### src/rtl/pdm_modulator.sv
// First-order sigma-delta pulse-density modulator: ones-density of pdm_out tracks data_in/(2^NBITS-1).
// Optional build macro PDM_INPUT_REG_EN adds an input capture register (latency 2 instead of 1).
module pdm_modulator #(
  parameter int NBITS = 10
) (
  input  logic             clk,
  input  logic             rst,
  input  logic [NBITS-1:0] data_in,
  output logic             pdm_out,
  output logic [NBITS-1:0] pdm_error
);

  localparam logic [NBITS:0] M_EXT = {1'b0, {NBITS{1'b1}}};

  logic [NBITS-1:0] d;
  logic [NBITS-1:0] err_reg;
  logic [NBITS-1:0] err_next;
  logic             out_reg;
  logic             out_next;
  logic [NBITS:0]   err_ext;

`ifdef PDM_INPUT_REG_EN
  logic [NBITS-1:0] data_reg;

  always_ff @(posedge clk or negedge rst) begin
    if (!rst) begin
      data_reg <= '0;
    end else begin
      data_reg <= data_in;
    end
  end

  assign d = data_reg;
`else
  assign d = data_in;
`endif

  // E stays in [0,M], so the NBITS+1 result never needs its top bit.
  always_comb begin
    out_next = 1'b0;
    err_ext  = {1'b0, err_reg} - {1'b0, d};
    if (d >= err_reg) begin
      out_next = 1'b1;
      err_ext  = {1'b0, err_reg} + M_EXT - {1'b0, d};
    end
    err_next = err_ext[NBITS-1:0];
  end

  always_ff @(posedge clk or negedge rst) begin
    if (!rst) begin
      err_reg <= '0;
      out_reg <= 1'b0;
    end else begin
      err_reg <= err_next;
      out_reg <= out_next;
    end
  end

  assign pdm_out   = out_reg;
  assign pdm_error = err_reg;

endmodule

### config.mk
export PLATFORM = sky130hd
export DESIGN_NAME = pdm_modulator
export DESIGN_NICKNAME = d
export VERILOG_FILES = /design/src/rtl/pdm_modulator.sv
export SDC_FILE = /design/constraint.sdc
export NUM_CORES = 1
export LEC_CHECK = 0
export CAP_MARGIN = 10
export CORE_MARGIN = 2
export CORE_UTILIZATION = 41
export CTS_BUF_LIST = sky130_fd_sc_hd__clkbuf_4
export CTS_CLUSTER_SIZE = 40
export DETAILED_ROUTE_END_ITERATION = 7
export PLACE_DENSITY = 0.67
export SYNTH_ARGS = -nofsm -noshare
export SYNTH_HDL_FRONTEND = slang
export SYNTH_SLANG_ARGS = --single-unit
### constraint.sdc
create_clock -name clk -period 2.6 [get_ports clk]
set_input_delay 0.52 -clock clk [delete_from_list [all_inputs] [get_ports clk]]
set_output_delay 0.52 -clock clk [all_outputs]
set_load 0.03 [all_outputs]
Word-level counts from Yosys, hierarchy flattened
Cells that the tools add are included.
{"block": "word_totals", "inputBits": 12, "regBits": 11, "wordCells": 8}
{"block": "op_classes", "n_addsub": 3, "order_cmp": 1, "mux": 2}
{"cell": "10-bit subtractor", "count": 2}
{"cell": "10-bit adder, second input constant", "count": 1}
{"cell": "10-bit >= comparator", "count": 1}
{"cell": "10-bit two-way mux", "count": 1}
{"cell": "1-bit two-way mux", "count": 1}

Depth between registers and ports, before layout
Gate-level depths: netlist of run 1.
{"block": "depth", "depth_word": 3, "mapped_depth": 11, "depth_no_buf": 11}

Worst setup path after synthesis of run 1
Ideal clock, no wire load.
{"block": "synth_path", "path_type": "input-to-reg", "from": "in data_in[5]", "to": "reg err_reg[8] (netlist: pdm_error[8])", "t_arrival_ps": 2406, "setup_ps": 104, "path_slack_ps": 90, "stages": 9, "path_cell_list": "inv_1 > ha_1 > a21o_1 > a31oi_1 > and3b_1 > nor2_2 > or4_4 > a31o_1 > o311ai_1"}
{"block": "synth_via", "elab_chain_cells": 2, "elab_cells_between_ends": 4, "classes_between": "add/sub: 2; order compare: 1; mux: 1"}
{"element": "start: declaration", "line_no": "8", "text": "input logic [NBITS-1:0] data_in,"}
{"element": "10-bit subtractor, or another cell as far along", "line_no": "41", "text": "err_ext = {1'b0, err_reg} - {1'b0, d};"}
{"element": "10-bit two-way mux (*)", "line_no": "42", "text": "if (d >= err_reg) begin"}
{"element": "named net err_ext[8]", "line_no": "20", "text": "logic [NBITS:0] err_ext;"}
{"element": "end signal: assignment", "line_no": "54", "text": "err_reg <= err_next;"}
{"element": "end: declaration", "line_no": "16", "text": "logic [NBITS-1:0] err_reg;"}
Mark *: on every way through the listed nets, which the timed path passes. The rest lies on a longest branch.

Worst setup path after layout of run 1
{"block": "layout_path", "from": "in data_in[2]", "to": "reg err_reg[8] (netlist: pdm_error[8])"}
The elaborated chain is that of the path after synthesis.

==> results of run 1 <==
[critical path, stage by stage]
cell             delay (ns)
clkdlybuf4s50_1        0.46
inv_1                  0.06
ha_4                   0.25
nor2b_2                0.16
o21bai_1               0.21
and3b_2                0.26
nor2_4                 0.06
or4_4                  0.49
a31o_1                 0.25
o311ai_2               0.08
[logic make-up after synthesis]
kind of cell / Yosys count / share of synthesized area [%]
AND/OR/NAND/NOR: 38 / 19.3
AO/OA/AOI/OAI: 34 / 22.7
flip-flops: 11 / 27.2
XOR/XNOR: 6 / 5.19
adder cells (fa/ha/maj): 13 / 17.5
buffers and inverters: 21 / 8.15
[path summary, 6_finish.rpt]
path	start	endpoint	slack [ns]	cells past startpoint
max in group asynchronous	rst	pdm_error[9]	1.63	1
max reg2reg	pdm_error[0]	pdm_error[8]	0.20	10
min	rst	pdm_error[5]	0.61	1
max	data_in[2]	pdm_error[8]	-0.04	10
min in group clk	pdm_error[2]	pdm_error[2]	0.75	3
min reg2reg	pdm_error[2]	pdm_error[2]	0.75	3
[state kept, by name, summed over array words and instances (netlist names)]
register and count:
pdm_error 10, pdm_out 1
[power by group through the flow]
stage / Sequential (uW) / Clock [uW] / Combinational (uW)
after CTS: 339 / 139 / 1750
after floorplan: 498 / 0 / 841
after detailed placement: 328 / 0 / 1660
after global routing: 372 / 146 / 2170
after global placement: 322 / 0 / 1630
final: 360 / 136 / 2000
[layout make-up]
class                   count  area (um2)
inverters                  18        70.1
multi-input cells          91         853
flip-flops and latches     11         275
clock buffers               4        30.0
repair buffers             52         463
fillers                   183         681
well taps                  30        37.5
[metal layers]
metal | global-route usage [%] | share of wire (%)
met2 | 34.3 | 52
met1 | 26.2 | 43
met5 | 0 | 0
met3 | 2.50 | 3.4
met4 | 6.41 | 1.2
[cells in the mapped netlist]
library cell,instances,area share (%)
a31oi_1,1,0.62
or3_1,2,1.2
nor3_1,2,0.99
a21oi_1,7,3.5
inv_1,17,6.3
and3b_1,1,0.86
nor2_2,1,0.62
a31o_1,1,0.86
and3_1,1,0.62
and4_1,1,0.86
nor2b_1,1,0.62
nand3_1,5,2.5
or4_4,1,1.1
ha_1,11,14
buf_2,3,1.5
clkinv_1,1,0.37
a21o_2,1,0.86
o31a_1,1,0.86
o211ai_2,1,1.2
nand3b_1,1,0.74
fa_1,2,4.0
o21ai_0,9,4.4
o311ai_1,1,0.86
xnor2_1,6,5.2
o21bai_1,1,0.74
nor4_1,1,0.62
o211ai_1,4,3.0
a211oi_1,2,1.5
dfrtp_1,11,27
nor2_1,11,4.1
nand4_1,3,1.9
o211a_1,2,2.0
a21o_1,2,1.5
nand2_1,7,2.6
a2111oi_0,1,0.86
[metrics by stage]
stage	TNS, ns	cells	hold slack [ns]
after floorplan	0	123	0.224
after global placement	-2.72	198	0.717
after detailed placement	-3.31	198	0.731
after CTS	-0.0244	202	0.620
after global routing	-0.0950	206	0.641
final	-0.0395	206	0.608
[repair_timing]
item,in CTS,in global routing
endpoints found under the setup margin,8,8
resized for setup,11,35
setup buffers,0,4
pin swaps,2,11
==> results.json, run 1 <==
{
  "cts_htree_levels": 1,
  "clkPwrFrac_pct": 5.5,
  "p_switching_uw": 1160,
  "pwr-share-comb_pct": 80.1,
  "critPathArrivalTime_ns": 2.81,
  "core.rowCount": 18,
  "critPathMaxFanout": 4,
  "status": "finished, violations left",
  "overflow": 0,
  "ir_worst_vdd_uv": 908,
  "wl_per_cell_um": 14.3,
  "drc": 0,
  "grt_pass1_wl_mm": 4.28,
  "place.gp.congestion": 0.905,
  "path_clk_slew_ns": 0.08,
  "cts_tree": "yes",
  "yosysWarnings": 0,
  "synth_area_mm2": 0.00101,
  "nets": 202,
  "wl_mm": 2.94,
  "worstSkewPairLatency_ns": 0.27,
  "tightest_slew_ns": 0.555,
  "antenna_cells": 0,
  "die_h_um": 53.7,
  "start_kind": "primary input",
  "vias": 1100,
  "power_density_mw_per_mm2": 1440,
  "violations": "setup timing",
  "slew_headroom_pct": 62.1,
  "end_kind": "register",
  "path_class": "primary input to register",
  "design_area_mm2": 0.00173,
  "critical_path_required_ns": 2.77,
  "clock_sinks": 11,
  "antenna_found_initial": 0,
  "syn2layout_area_growth_pct": 70.6,
  "grt_pass1_vias": 1005,
  "intPower_uw": 1340,
  "p_leak_uw": 0.000809,
  "port_buffers": 22,
  "p_total_uw": 2490,
  "cts_max_path_buffers": 2,
  "syn_avg_cell_area_um2": 8.24,
  "root_buffer": "clkbuf_4",
  "ios": 23,
  "gr-usage-all-layers_pct": 20.1,
  "cts-buffers-inserted": 3,
  "finalWorstSetupSlack_ns": -0.0395,
  "switching_share_pct": 46.4,
  "worst_clock_skew_ns": 0.00232,
  "firstDrtPassIters": 4,
  "ys_seq_elements": 11,
  "dp_hpwl_mm": 2.07,
  "final_common_cell": "buf_4",
  "placedInstanceArea_mm2": 0.00145,
  "grt_max_degree": 12,
  "post-route-min-period_ns": 2.64,
  "ys_seq_area_share_pct": 27.2,
  "synthDistinctLibCells": 35,
  "drtAntennaViolNets": 0,
  "setup_viol": 1,
  "final_cell_mix": "buf_4 (30), clkdlybuf4s50_1 (15), inv_1 (11), nor2_1 (11), dfrtp_1 (11)",
  "place_ws_ns": -0.394,
  "start_util_pct": 42.1,
  "pwr-share-seq_pct": 14.4,
  "postSynthCellCount": 123,
  "drv_slew": 0,
  "vias_per_cell": 5.34,
  "max_freq_ghz": 0.379,
  "max_cap_viol_count": 0,
  "cts_hold_buf": 0,
  "drive_gt1_share_pct": 37.5,
  "dieArea_mm2": 0.00289,
  "die_w_um": 53.7,
  "core_area_mm2": 0.00241,
  "final_core_util_pct": 71.8,
  "period_share_pct": 102,
  "hold_viol": 0,
  "drt_iter0_markers": 19,
  "syn_nets": 148,
  "min_path_type": "primary input to async pin"
}
No activity file was read; power rests on OpenSTA's default activity.
==> run 2, diff against run 1 <==
HOLD_SLACK_MARGIN = 0.06   (was unset)
==> results of run 2 <==
No change in the layout: final DEF, timing and power equal those of run 1.
==> run 3, diff against run 2 <==
PLACE_DENSITY = 0.7   (was 0.67)
clock period = 2.2 ns   (was 2.6 ns; I/O delays follow)
==> run 3 against run 2 <==
Against the previous run: the flow still finishes with violations (setup timing); worst setup slack worse by 0.077 ns; clock power up 19%; via count grew 8.2%; combinational power up 37%; core utilization increased by 5.6 points; die area did not move; clock skew increased by 0.0016 ns; first-iteration DRC count shrank 5.3%; sequential share of layout area down 0.62 points.
==> results.json, run 3 (synthesis results as in run 1) <==
{
  "drt_iter0_markers": 18,
  "wl_mm": 3.53,
  "max_cap_viol_count": 0,
  "power_density_mw_per_mm2": 1800,
  "core.rowCount": 18,
  "slew_headroom_pct": 62.6,
  "antenna_found_initial": 0,
  "path_class": "register to register",
  "ir_worst_vdd_uv": 1430,
  "drv_slew": 0,
  "gr-usage-all-layers_pct": 26.6,
  "start_kind": "register",
  "crit_end": "pdm_error[9]",
  "drc": 0,
  "dp_hpwl_mm": 2.31,
  "ff2ff_path_depth": 10,
  "status": "finished, violations left",
  "rrSetupSlack_ns": -0.12,
  "reg2reg_to": "pdm_error[9]",
  "place_ws_ns": -0.612,
  "vias": 1190,
  "grt_max_degree": 12,
  "start_util_pct": 42.1,
  "worst_clock_skew_ns": 0.00390,
  "root_buffer": "clkbuf_4",
  "tightest_slew_ns": 0.546,
  "rsz0062_at_grt": "yes",
  "syn2layout_area_growth_pct": 84.0,
  "cts_htree_levels": 1,
  "setup_viol": 8,
  "worstSkewPairLatency_ns": 0.28,
  "min_path_type": "primary input to async pin",
  "vias_per_cell": 5.41,
  "cts_tree": "yes",
  "grt_pass1_wl_mm": 5.26,
  "placedInstanceArea_mm2": 0.00161,
  "clock_sinks": 11,
  "antenna_cells": 0,
  "violations": "setup timing",
  "critical_path_required_ns": 2.40,
  "die_w_um": 53.7,
  "ios": 23,
  "final_cell_mix": "buf_4 (43), clkdlybuf4s50_1 (12), ha_4 (11)",
  "firstDrtPassIters": 4,
  "p_leak_uw": 0.000816,
  "path_clk_slew_ns": 0.08,
  "design_area_mm2": 0.00186,
  "max_freq_ghz": 0.432,
  "critPathMaxFanout": 3,
  "nets": 216,
  "grt_pass1_vias": 1150,
  "period_share_pct": 105,
  "wl_per_cell_um": 16.1,
  "timing.rr.start": "pdm_error[0]",
  "overflow": 0,
  "largest_register_ffs": 10,
  "core_area_mm2": 0.00241,
  "cts_max_path_buffers": 2,
  "fillCellCount": 165,
  "p_total_uw": 3350,
  "end_kind": "register",
  "port_buffers": 22,
  "cts-buffers-inserted": 3,
  "critPathArrivalTime_ns": 2.51,
  "crit_start": "pdm_error[0]",
  "drive_gt1_share_pct": 51.1,
  "drtAntennaViolNets": 0,
  "place.gp.congestion": 0.915,
  "final_common_cell": "buf_4",
  "cts_hold_buf": 0,
  "dieArea_mm2": 0.00289,
  "hold_viol": 0,
  "post-route-min-period_ns": 2.32,
  "die_h_um": 53.7,
  "finalWorstSetupSlack_ns": -0.117
}
[run 3: changes by cell type in the layout (fill, tap and decap cells not counted), moves of 2 or more]
cell / change
nor2_1: -2
o21ai_0: +2
nor2_2: +2
dlymetal6s2s_1: -7
dfrtp_1: -8
dfrtp_2: +8
inv_2: +4
inv_1: -4
clkdlybuf4s50_1: -3
dlygate4sd2_1: +9
buf_4: +13
[run 3: how the worst min path moves through the flow]
stage | startpoint | endpoint | slack (ns)
floorplan | rst | pdm_error[0] | 0.14
global placement | pdm_error[1] | pdm_error[1] | 0.69
detailed placement | pdm_error[2] | pdm_error[2] | 0.71
CTS | rst | pdm_error[3] | 0.51
global route | rst | pdm_out | 0.55
finish | rst | pdm_error[1] | 0.50
[run 3: metrics by stage]
step           cells  setup TNS, ns  utilization, %  hold WS [ns]
2_1_floorplan    123         -0.109               -         0.144
3_3_place_gp     203          -4.76            66.8         0.688
3_5_place_dp     203          -5.52            66.8         0.707
4_1_cts          216         -0.419            73.7         0.511
5_1_grt          220          -1.58            77.4         0.548
6_report         220         -0.696            77.4         0.497
[run 3: power by group]
part           total [uW]  switching (uW)  internal [uW]
logic                2750            1350           1400
registers             444             107            336
clock network         162            79.5           82.8
[run 3: critical path, stage by stage (launching register included)]
cell      delay [ns]
dfrtp_2         0.37
inv_2           0.05
ha_4            0.16
fa_2            0.40
nor2b_2         0.15
o21bai_1        0.10
and3b_2         0.25
o21ai_0         0.29
o21ai_1         0.12
o21ai_1         0.19
xnor2_1         0.16
[run 3: metal layers]
metal | GRT usage (%) | vias to the layer above | routed length [um] | share of wire (%)
li1 | - | 573 | - | -
met1 | 27.8 | 554 | 1370 | 39
met2 | 49.8 | 45 | 1870 | 53
met3 | 6.11 | 18 | 153 | 4.3
met4 | 12.0 | 0 | 140 | 4.0
met5 | 0 | - | 0 | 0
[run 3: what timing repair did]
action,CTS,global route
cloned,0,0
setup endpoints to repair,10,10
pin swaps,21,10
setup buffers,9,4
endpoints found under the hold margin,0,0
gates resized for setup,33,12
[run 3: cell type report]
type / instances / area (um2) / share of cell area, %
clock buffers: 4 / 30.0 / 1.61
inverters: 18 / 72.6 / 3.89
multi-input cells: 91 / 887 / 47.6
flip-flops and latches: 11 / 285 / 15.3
well taps: 30 / 37.5 / 2.01
repair buffers: 66 / 552 / 29.6
